==> src/rtl/writeback_buffer_p_pkg.sv <==
// Shared types and widths for the cache write-back path.
package cache_p_types;

    localparam int TAG_W    = 24;
    localparam int INDEX_W  = 3;
    localparam int OFFSET_W = 5;
    localparam int ADDR_W   = TAG_W + INDEX_W + OFFSET_W;
    localparam int LINE_W   = 256;
    localparam int BEAT_W   = 64;
    localparam int BEATS    = 4;

    typedef struct packed {
        logic [TAG_W-1:0]   tag;
        logic [INDEX_W-1:0] index;
        logic [LINE_W-1:0]  data;
    } wb_entry_t;

    typedef enum logic {
        WB_IDLE,
        WB_BURST
    } wb_state_t;

    // Line-aligned memory address of a buffered victim.
    function automatic logic [ADDR_W-1:0] line_addr(input wb_entry_t e);
        return {e.tag, e.index, {OFFSET_W{1'b0}}};
    endfunction

endpackage

==> src/rtl/writeback_buffer_p_fifo.sv <==
// Victim-line storage: circular buffer with per-entry valid bits.
module wb_fifo_p
    import cache_p_types::*;
#(
    parameter int DEPTH = 2,
    localparam int PTR_W = $clog2(DEPTH),
    localparam int CNT_W = PTR_W + 1
) (
    input  logic             clk,
    input  logic             rst,
    input  logic             push,
    input  wb_entry_t        push_entry,
    input  logic             pop,
    output wb_entry_t        entries [DEPTH],
    output logic [DEPTH-1:0] valid,
    output logic [PTR_W-1:0] head,
    output logic [CNT_W-1:0] count,
    output logic             empty,
    output logic             full
);

    wb_entry_t        mem [DEPTH];
    logic [PTR_W-1:0] tail;
    logic             do_push;
    logic             do_pop;

    // A full buffer never takes a push, so a valid entry is never overwritten.
    assign do_push = push && !full;
    assign do_pop  = pop && !empty;
    assign empty   = (count == '0);
    assign full    = (count == CNT_W'(DEPTH));
    assign entries = mem;

    // Line payload storage; contents are qualified by the valid bits.
    always_ff @(posedge clk) begin
        if (do_push) begin
            mem[tail] <= push_entry;
        end
    end

    // Pointers, occupancy and valid bits; pointers wrap naturally at DEPTH.
    always_ff @(posedge clk) begin
        if (!rst) begin
            head  <= '0;
            tail  <= '0;
            count <= '0;
            valid <= '0;
        end else begin
            if (do_push) begin
                valid[tail] <= 1'b1;
                tail        <= tail + 1'b1;
            end
            if (do_pop) begin
                valid[head] <= 1'b0;
                head        <= head + 1'b1;
            end
            case ({do_push, do_pop})
                2'b10:   count <= count + 1'b1;
                2'b01:   count <= count - 1'b1;
                default: count <= count;
            endcase
        end
    end

endmodule

==> src/rtl/writeback_buffer_p.sv <==
// Write-back buffer: holds dirty victims, drains them to memory in
// four-beat bursts and answers miss lookups against buffered lines.
module writeback_buffer_p
    import cache_p_types::*;
#(
    parameter int DEPTH = 2
) (
    input  logic                clk,
    input  logic                rst,
    input  logic                evict_valid_i,
    output logic                evict_ready_o,
    input  logic [TAG_W-1:0]    evict_tag_i,
    input  logic [INDEX_W-1:0]  evict_index_i,
    input  logic [LINE_W-1:0]   evict_data_i,
    input  logic [ADDR_W-1:0]   lookup_addr_i,
    output logic                lookup_hit_o,
    output logic [LINE_W-1:0]   lookup_data_o,
    output logic                pmem_write_o,
    output logic [ADDR_W-1:0]   pmem_address_o,
    output logic [BEAT_W-1:0]   pmem_wdata_o,
    input  logic                pmem_resp_i,
    output logic                empty_o,
    output logic                full_o
);

    localparam int PTR_W = $clog2(DEPTH);
    localparam int CNT_W = PTR_W + 1;

    wb_entry_t        push_entry;
    wb_entry_t        entries [DEPTH];
    wb_entry_t        head_entry;
    logic [DEPTH-1:0] valid;
    logic [PTR_W-1:0] head;
    logic [CNT_W-1:0] count;
    logic             fifo_empty;
    logic             fifo_full;
    logic             push;
    logic             pop;
    wb_state_t        state;
    logic [1:0]       beat;
    logic             write_q;
    logic             unused_offset;

    assign push_entry    = '{tag: evict_tag_i, index: evict_index_i, data: evict_data_i};
    // Ready reflects occupancy at the start of the cycle, so a pop in the
    // same cycle cannot open room for a push.
    assign evict_ready_o = !fifo_full;
    assign push          = evict_valid_i && evict_ready_o;
    assign pop           = (state == WB_BURST) && pmem_resp_i && (beat == 2'(BEATS - 1));
    assign empty_o       = fifo_empty;
    assign full_o        = fifo_full;
    assign head_entry    = entries[head];
    assign unused_offset = ^lookup_addr_i[OFFSET_W-1:0];

    wb_fifo_p #(
        .DEPTH (DEPTH)
    ) u_fifo (
        .clk        (clk),
        .rst        (rst),
        .push       (push),
        .push_entry (push_entry),
        .pop        (pop),
        .entries    (entries),
        .valid      (valid),
        .head       (head),
        .count      (count),
        .empty      (fifo_empty),
        .full       (fifo_full)
    );

    // Burst sequencer: start whenever something is buffered, step a beat on
    // each memory response, and fall back to IDLE for a cycle after the last.
    always_ff @(posedge clk) begin
        if (!rst) begin
            state   <= WB_IDLE;
            beat    <= '0;
            write_q <= 1'b0;
        end else begin
            case (state)
                WB_IDLE: begin
                    beat <= '0;
                    if (count != '0) begin
                        state   <= WB_BURST;
                        write_q <= 1'b1;
                    end
                end
                WB_BURST: begin
                    if (pmem_resp_i) begin
                        if (beat == 2'(BEATS - 1)) begin
                            state   <= WB_IDLE;
                            write_q <= 1'b0;
                            beat    <= '0;
                        end else begin
                            beat <= beat + 1'b1;
                        end
                    end
                end
                default: begin
                    state   <= WB_IDLE;
                    write_q <= 1'b0;
                    beat    <= '0;
                end
            endcase
        end
    end

    // Memory-side outputs: head line address and current beat, zero when idle.
    always_comb begin
        pmem_write_o   = write_q;
        pmem_address_o = '0;
        pmem_wdata_o   = '0;
        if (write_q) begin
            pmem_address_o = line_addr(head_entry);
            pmem_wdata_o   = head_entry.data[beat*BEAT_W +: BEAT_W];
        end
    end

    // Lookup walks oldest to newest from head so the newest match wins.
    always_comb begin
        logic [PTR_W-1:0] idx;
        lookup_hit_o  = 1'b0;
        lookup_data_o = '0;
        idx           = '0;
        for (int i = 0; i < DEPTH; i++) begin
            idx = head + PTR_W'(i);
            if (valid[idx] &&
                entries[idx].tag == lookup_addr_i[ADDR_W-1 -: TAG_W] &&
                entries[idx].index == lookup_addr_i[OFFSET_W +: INDEX_W]) begin
                lookup_hit_o  = 1'b1;
                lookup_data_o = entries[idx].data;
            end
        end
    end

endmodule

==> config.mk <==
export PLATFORM = sky130hd
export DESIGN_NAME = writeback_buffer_p
export DESIGN_NICKNAME = d
export VERILOG_FILES = /design/src/rtl/writeback_buffer_p_pkg.sv /design/src/rtl/writeback_buffer_p_fifo.sv /design/src/rtl/writeback_buffer_p.sv
export SDC_FILE = /design/constraint.sdc
export NUM_CORES = 1
export LEC_CHECK = 0
export ABC_CLOCK_PERIOD_IN_PS = 20200
export CAP_MARGIN = 20
export CORE_AREA = 2 2 262 264
export CTS_CLUSTER_SIZE = 24
export DETAILED_ROUTE_END_ITERATION = 8
export DIE_AREA = 0 0 264 266
export DONT_BUFFER_PORTS = 1
export REMOVE_ABC_BUFFERS = 1
export SYNTH_ARGS = -nofsm -noshare
export SYNTH_HDL_FRONTEND = slang
export SYNTH_HIERARCHICAL = 1
export SYNTH_SLANG_ARGS = --single-unit
==> constraint.sdc <==
create_clock -name clk -period 20.2 [get_ports clk]
set_input_delay 6.06 -clock clk [delete_from_list [all_inputs] [get_ports clk]]
set_output_delay 6.06 -clock clk [all_outputs]
set_load 0.02 [all_outputs]
==> qor.yml, run 1 <==
outcome: "complete, no violations"
fin_skew_ns: 0.0260
power_leakage_nw: 9.31
arrival_ns: 10.18
drc: 0
vias_per_cell: 6.28
crit_path_end_kind: "primary output"
required_ns: 14.14
drv_cap: 0
post-cts-setup-buffers: 0
rows: 96
slew_headroom_pct: 18.1
grt_max_degree: 166
final-hold-violation-count: 0
drt-initial-drc-count: 1604
peakVddDrop_mv: 0.0708
cp-endpoint: "lookup_data_o[218]"
rrSetupSlack_ns: 15.98
setup_viol: 0
met3WireLength_microns: 8460
antenna_found_initial: 3
cp.depth: 9
hp-start: "state"
grt_use_total_pct: 23.3
initial_utilization_pct: 42.1
clkSinkCount: 576
path_clk_slew_ns: 0.06
grt_remaining_overflow: 0
r2r_start: "u_fifo/count[0]"
yosys_warnings: 6
fmax_mhz: 61.6
synth_cell_type_count: 44
met2_length_microns: 42700
placed_cells: 2728
hold_ws_ns: 0.502
area_growth_pct: 8.82
crit_buf_inv: 2
post_cts_resized: 0
avgSynthCellArea_sq_um: 14.2
postCtsHoldBufs: 0
critPathLaunchType: "primary input"
dpl_cell_area_sq_mm: 0.0289
min_path_cells: 2
final_cells: 2855
stdcell_area_sq_mm: 0.0310
die_y_microns: 266
p_per_area_mw_per_mm2: 93.3
drtAntennaViolNets: 0
crit_fanout: 165
crit_start: "lookup_addr_i[11]"
cts_tree: "yes"
power.total_mw: 2.89
hold_path_class: "flop to flop"
cts-root-buf: "clkbuf_16"
syn_area_sq_mm: 0.0285
first_global_vias: 18100
m1WireLength_microns: 31000
die_w_microns: 264
routedWlPerCell_microns: 29.8
crit_family: "buffers and inverters"
path_cells: "nand2b_1 > nand3_1 > a2111oi_0 > nand4_1 > o21ai_4 > buf_12 > buf_4 > nand3_1 > a21oi_2"
gp_congestion: 0.869
crit_path_frequent_cell: "nand3_1"
cts.htree.levels: 3
routed.top_layer: "met4"
worst_pin_slew_ns: 1.23
hpwlAfterDp_microns: 53300
first_pass_iters: 6
worstSetupPathType: "primary input to primary output"
rr_worst_depth: 6
rsz0062_at_grt: "false"
seq_area_frac_synth_pct: 60.3
r2r-end: "u_fifo/entries[202]"
ys_seq_elements: 576
io_buffers: 0
clkLatencyLatePin_ns: 0.60
die_area_sq_mm: 0.0702
drt-total-wl_microns: 85000
syn_inst: 2013
io_pins: 676
fin_crit_sh_pct: 80.4
critPathMaxStageDelay_ns: 1.01
slew_violations: 0
tns_ns: 0
grt_pass1_wl_microns: 123000
numCtsBuffers: 67
fin_crit_ns: 16.24
drive_gt1_share_pct: 25.2
cpMaxStageDelayCell: "buf_4"
coreArea_sq_mm: 0.0677
vias: 17900
clockBufferDepth: 3
num-nets-final: 2237
==> kinds of logic after synthesis <==
logic type | share of synthesized area [%]
flops | 60.3
compound gates | 12.4
simple gates | 7.57
mux | 14.2
buf+inv | 3.71
xor+xnor | 1.69
fa+ha+maj | 0.0877
other cells | 0.0131
==> per-layer routing <==
| metal | track usage, % | up-vias |
|---|---|---|
| met5 | 0 | - |
| met4 | 8.35 | 0 |
| li1 | - | 7645 |
| met2 | 39.2 | 842 |
| met1 | 27.7 | 9302 |
| met3 | 8.32 | 152 |
==> report_power, final <==
group          switching (mW)  total [mW]  internal (mW)  leakage [nW]
sequential             0.0522        1.49           1.44          5.37
combinational           0.165       0.254         0.0888          2.94
clock                   0.488        1.15          0.662         0.994
==> registers in the layout, indices dropped and copies added, names as in the netlist <==
register        flops
u_fifo/entries    566
beat                2
u_fifo/count        2
u_fifo/valid        2
pmem_write_o        1
state               1
u_fifo/head         1
u_fifo/tail         1
==> worst register-to-register path, delay by kind of cell, from the launching register on <==
| family | cells | cell delay (ns) |
|---|---|---|
| and+or+nand+nor | 3 | 1.40 |
| buffers and inverters | 3 | 1.90 |
| DFF | 1 | 0.47 |
==> area by class of cell <==
class	instances	area (sq um)
antenna	5	12.5
clock buffer	83	1760
clock inverter	38	308
fill	6023	36700
inverter	6	22.5
multi-input combinational	1236	10300
sequential	576	17200
tap	882	1100
timing repair buffer	29	293
==> cell usage after synthesis (all sizes together) <==
| master | n | share of area (%) |
|---|---|---|
| nand2b | 4 | 0.097 |
| dfxtp | 10 | 0.70 |
| mux4 | 127 | 10 |
| nor3 | 2 | 0.053 |
| clkbuf | 131 | 1.7 |
| buf | 68 | 1.9 |
| conb | 1 | 0.013 |
| nor3b | 1 | 0.066 |
| nor2b | 90 | 2.0 |
| nor2 | 10 | 0.13 |
| nand4 | 2 | 0.044 |
| nor4 | 10 | 0.22 |
| o21ai | 260 | 4.6 |
| or3 | 1 | 0.022 |
| and2 | 5 | 0.11 |
| nand2 | 7 | 0.092 |
| a2111oi | 2 | 0.061 |
| or4 | 1 | 0.026 |
| a21oi | 257 | 7.5 |
| and3 | 4 | 0.088 |
| inv | 6 | 0.079 |
| o31a | 2 | 0.061 |
| nand3 | 263 | 4.6 |
| mux2 | 3 | 0.12 |
| xnor2 | 50 | 1.5 |
| and4 | 1 | 0.031 |
| a21boi | 2 | 0.053 |
| o221a | 2 | 0.079 |
| mux2i | 116 | 4.1 |
| ha | 2 | 0.088 |
| edfxtp | 566 | 60 |
| a211oi | 1 | 0.026 |
| o21a | 1 | 0.026 |
| xor2 | 5 | 0.15 |
==> layout by cell type, fill, tap and decap left out, types with 6 or more instances in the layout <==
| cell type | instances |
|---|---|
| edfxtp_1 | 566 |
| dfxtp_1 | 6 |
| inv_6 | 6 |
| a21oi_1 | 27 |
| clkinv_1 | 15 |
| clkbuf_16 | 68 |
| clkbuf_1 | 15 |
| nor2_1 | 10 |
| nand2_1 | 7 |
| nor4_1 | 10 |
| a21oi_2 | 229 |
| o21ai_0 | 218 |
| mux2i_1 | 115 |
| buf_12 | 6 |
| nor2b_1 | 90 |
| clkinv_2 | 7 |
| xnor2_1 | 50 |
| buf_4 | 23 |
| o21ai_1 | 41 |
| mux4_2 | 127 |
| nand3_1 | 262 |
==> through the flow <==
step	worst slack, ns	util [%]
after detailed placement	4.10	42.7
after CTS	4.09	45.8
final	3.96	45.8
after global placement	4.15	42.7
after floorplan	-13.13	-
after global routing	3.82	45.8
==> worst min path at each step <==
stage	end	slack [ns]
after global placement	beat[1]	0.48
after floorplan	beat[0]	0.46
after CTS	beat[1]	0.51
after global routing	beat[0]	0.55
after detailed placement	beat[1]	0.50
final	beat[1]	0.50
Power figures use the tool's default switching activity.
==> inputs of run 2 (changes only) <==
--- a/config.mk
+++ b/config.mk
@@ -5,7 +5,7 @@
 export SDC_FILE = /design/constraint.sdc
 export NUM_CORES = 1
 export LEC_CHECK = 0
-export ABC_CLOCK_PERIOD_IN_PS = 20200
+export ABC_CLOCK_PERIOD_IN_PS = 16000
 export CAP_MARGIN = 20
 export CORE_AREA = 2 2 262 264
 export CTS_CLUSTER_SIZE = 24
==> constraint.sdc (replaced) <==
create_clock -name clk -period 16 [get_ports clk]
set_input_delay 4.8 -clock clk [delete_from_list [all_inputs] [get_ports clk]]
set_output_delay 4.8 -clock clk [all_outputs]
set_load 0.02 [all_outputs]
==> run 2 against run 1 <==
Net effect:
- sequential power rose by 26%
- worst hold slack gained 0.018 ns
- cell count shrank 0.35%
- combinational power rose by 26%
- core utilization shrank 0.35 points
- via count fell by 0.28%
- design area is 0.76% lower
==> qor.yml, run 2 (synthesis results as in run 1) <==
outcome: "complete, no violations"
first_pass_iters: 7
cts.htree.levels: 2
r2r_start: "u_fifo/count[0]"
die_y_microns: 266
setup_viol: 0
worst_pin_slew_ns: 1.29
post-cts-setup-buffers: 0
area_growth_pct: 7.99
numCtsBuffers: 61
gp_congestion: 0.856
die_area_sq_mm: 0.0702
slew_violations: 0
grt_use_total_pct: 23.0
fin_crit_sh_pct: 82.6
first_global_vias: 17900
ff_latch_area_sq_mm: 0.0172
vias_per_cell: 6.29
vias: 17900
final_common_cell: "edfxtp_1"
min_path_cells: 2
final-hold-violation-count: 0
routed.top_layer: "met4"
io_buffers: 0
cts-root-buf: "clkbuf_16"
r2r-end: "u_fifo/entries[133]"
io_pins: 676
drc: 0
drive_gt1_share_pct: 24.6
arrival_ns: 8.41
num-nets-final: 2229
die_w_microns: 264
largest_reg_flops: 566
crit_fanout: 79
drv_cap: 0
peakVddDrop_mv: 0.0855
hold_path_class: "flop to flop"
fin_skew_ns: 0.0199
worst_slack_ns: 2.79
slew_headroom_pct: 13.8
drt-initial-drc-count: 1713
min_to: "beat[1]"
fillers: 5963
path_clk_slew_ns: 0.06
met2_length_microns: 41500
fin_crit_ns: 13.21
rrSetupSlack_ns: 11.80
fmax_mhz: 75.7
tns_ns: 0
m1WireLength_microns: 30100
power_leakage_nw: 9.19
hpwlAfterDp_microns: 52500
p_per_area_mw_per_mm2: 114
rsz0062_at_grt: "false"
clkSinkCount: 576
grt_remaining_overflow: 0
worstSetupPathType: "primary input to primary output"
antenna_found_initial: 6
pre_cts_slack_ns: 2.81
drt-total-wl_microns: 84200
routedWlPerCell_microns: 29.6
critPathLaunchType: "primary input"
coreArea_sq_mm: 0.0677
post_cts_resized: 0
rows: 96
hp-start: "state"
met3WireLength_microns: 9240
clockBufferDepth: 3
clkLatencyLatePin_ns: 0.61
multi_input_area_sq_mm: 0.0103
required_ns: 11.20
grt_pass1_wl_microns: 122000
final_cell_mix: "edfxtp_1, nand3_1, a21oi_2"
drtAntennaViolNets: 0
crit_path_end_kind: "primary output"
initial_utilization_pct: 42.1
rr_worst_depth: 6
cts_tree: "yes"
grt_max_degree: 146
postCtsHoldBufs: 0
[run 2: final cells by class]
cell class,instances,area share (%)
sequential,576,55.9
multi-input combinational,1236,33.5
clock buffer,76,5.21
tap,882,3.58
timing repair buffer,27,1.01
clock inverter,35,0.658
inverter,6,0.0731
antenna,7,0.0569
[run 2: how the worst max path moves through the flow]
| stage | end | slack [ns] | startpoint | cells after the start |
|---|---|---|---|---|
| after detailed placement | lookup_data_o[218] | 2.81 | lookup_addr_i[11] | 9 |
| final | lookup_data_o[26] | 2.79 | lookup_addr_i[11] | 9 |
| after CTS | lookup_data_o[218] | 2.81 | lookup_addr_i[11] | 9 |
| after global routing | lookup_data_o[90] | 2.58 | lookup_addr_i[11] | 9 |
| after global placement | lookup_data_o[218] | 2.82 | lookup_addr_i[11] | 9 |
| after floorplan | lookup_data_o[100] | -16.07 | u_fifo/head | 3 |
[run 2: stage by stage]
step / power [mW] / instances / utilization [%] / hold slack, ns / area, sq um
after floorplan: 2.17 / 1818 / - / 0.462 / 27500
after global placement: 2.22 / 2726 / 42.7 / 0.483 / 28900
after detailed placement: 2.23 / 2726 / 42.7 / 0.490 / 28900
after CTS: 3.53 / 2837 / 45.4 / 0.519 / 30800
after global routing: 3.63 / 2842 / 45.4 / 0.545 / 30800
final: 3.51 / 2845 / 45.5 / 0.520 / 30800
[run 2: where the power goes]
group	switching [mW]	internal, mW	total (mW)
Combinational	0.207	0.112	0.319
Sequential	0.0655	1.81	1.88
Clock	0.585	0.721	1.31
Total	0.858	2.65	3.51
[run 2: per-layer routing]
layer,GRT usage [%],up-vias
met2,38.3,923
met5,0,-
li1,-,7628
met1,27.0,9162
met3,8.50,177
met4,8.91,0
[run 2: critical path, cell delays in order]
cell       delay [ns]
nand2b_1         0.07
nand3_1          0.08
a2111oi_0        0.69
nand4_1          0.36
o21ai_4          0.27
buf_4            0.75
buf_4            0.61
nand3_1          0.16
a21oi_2          0.44
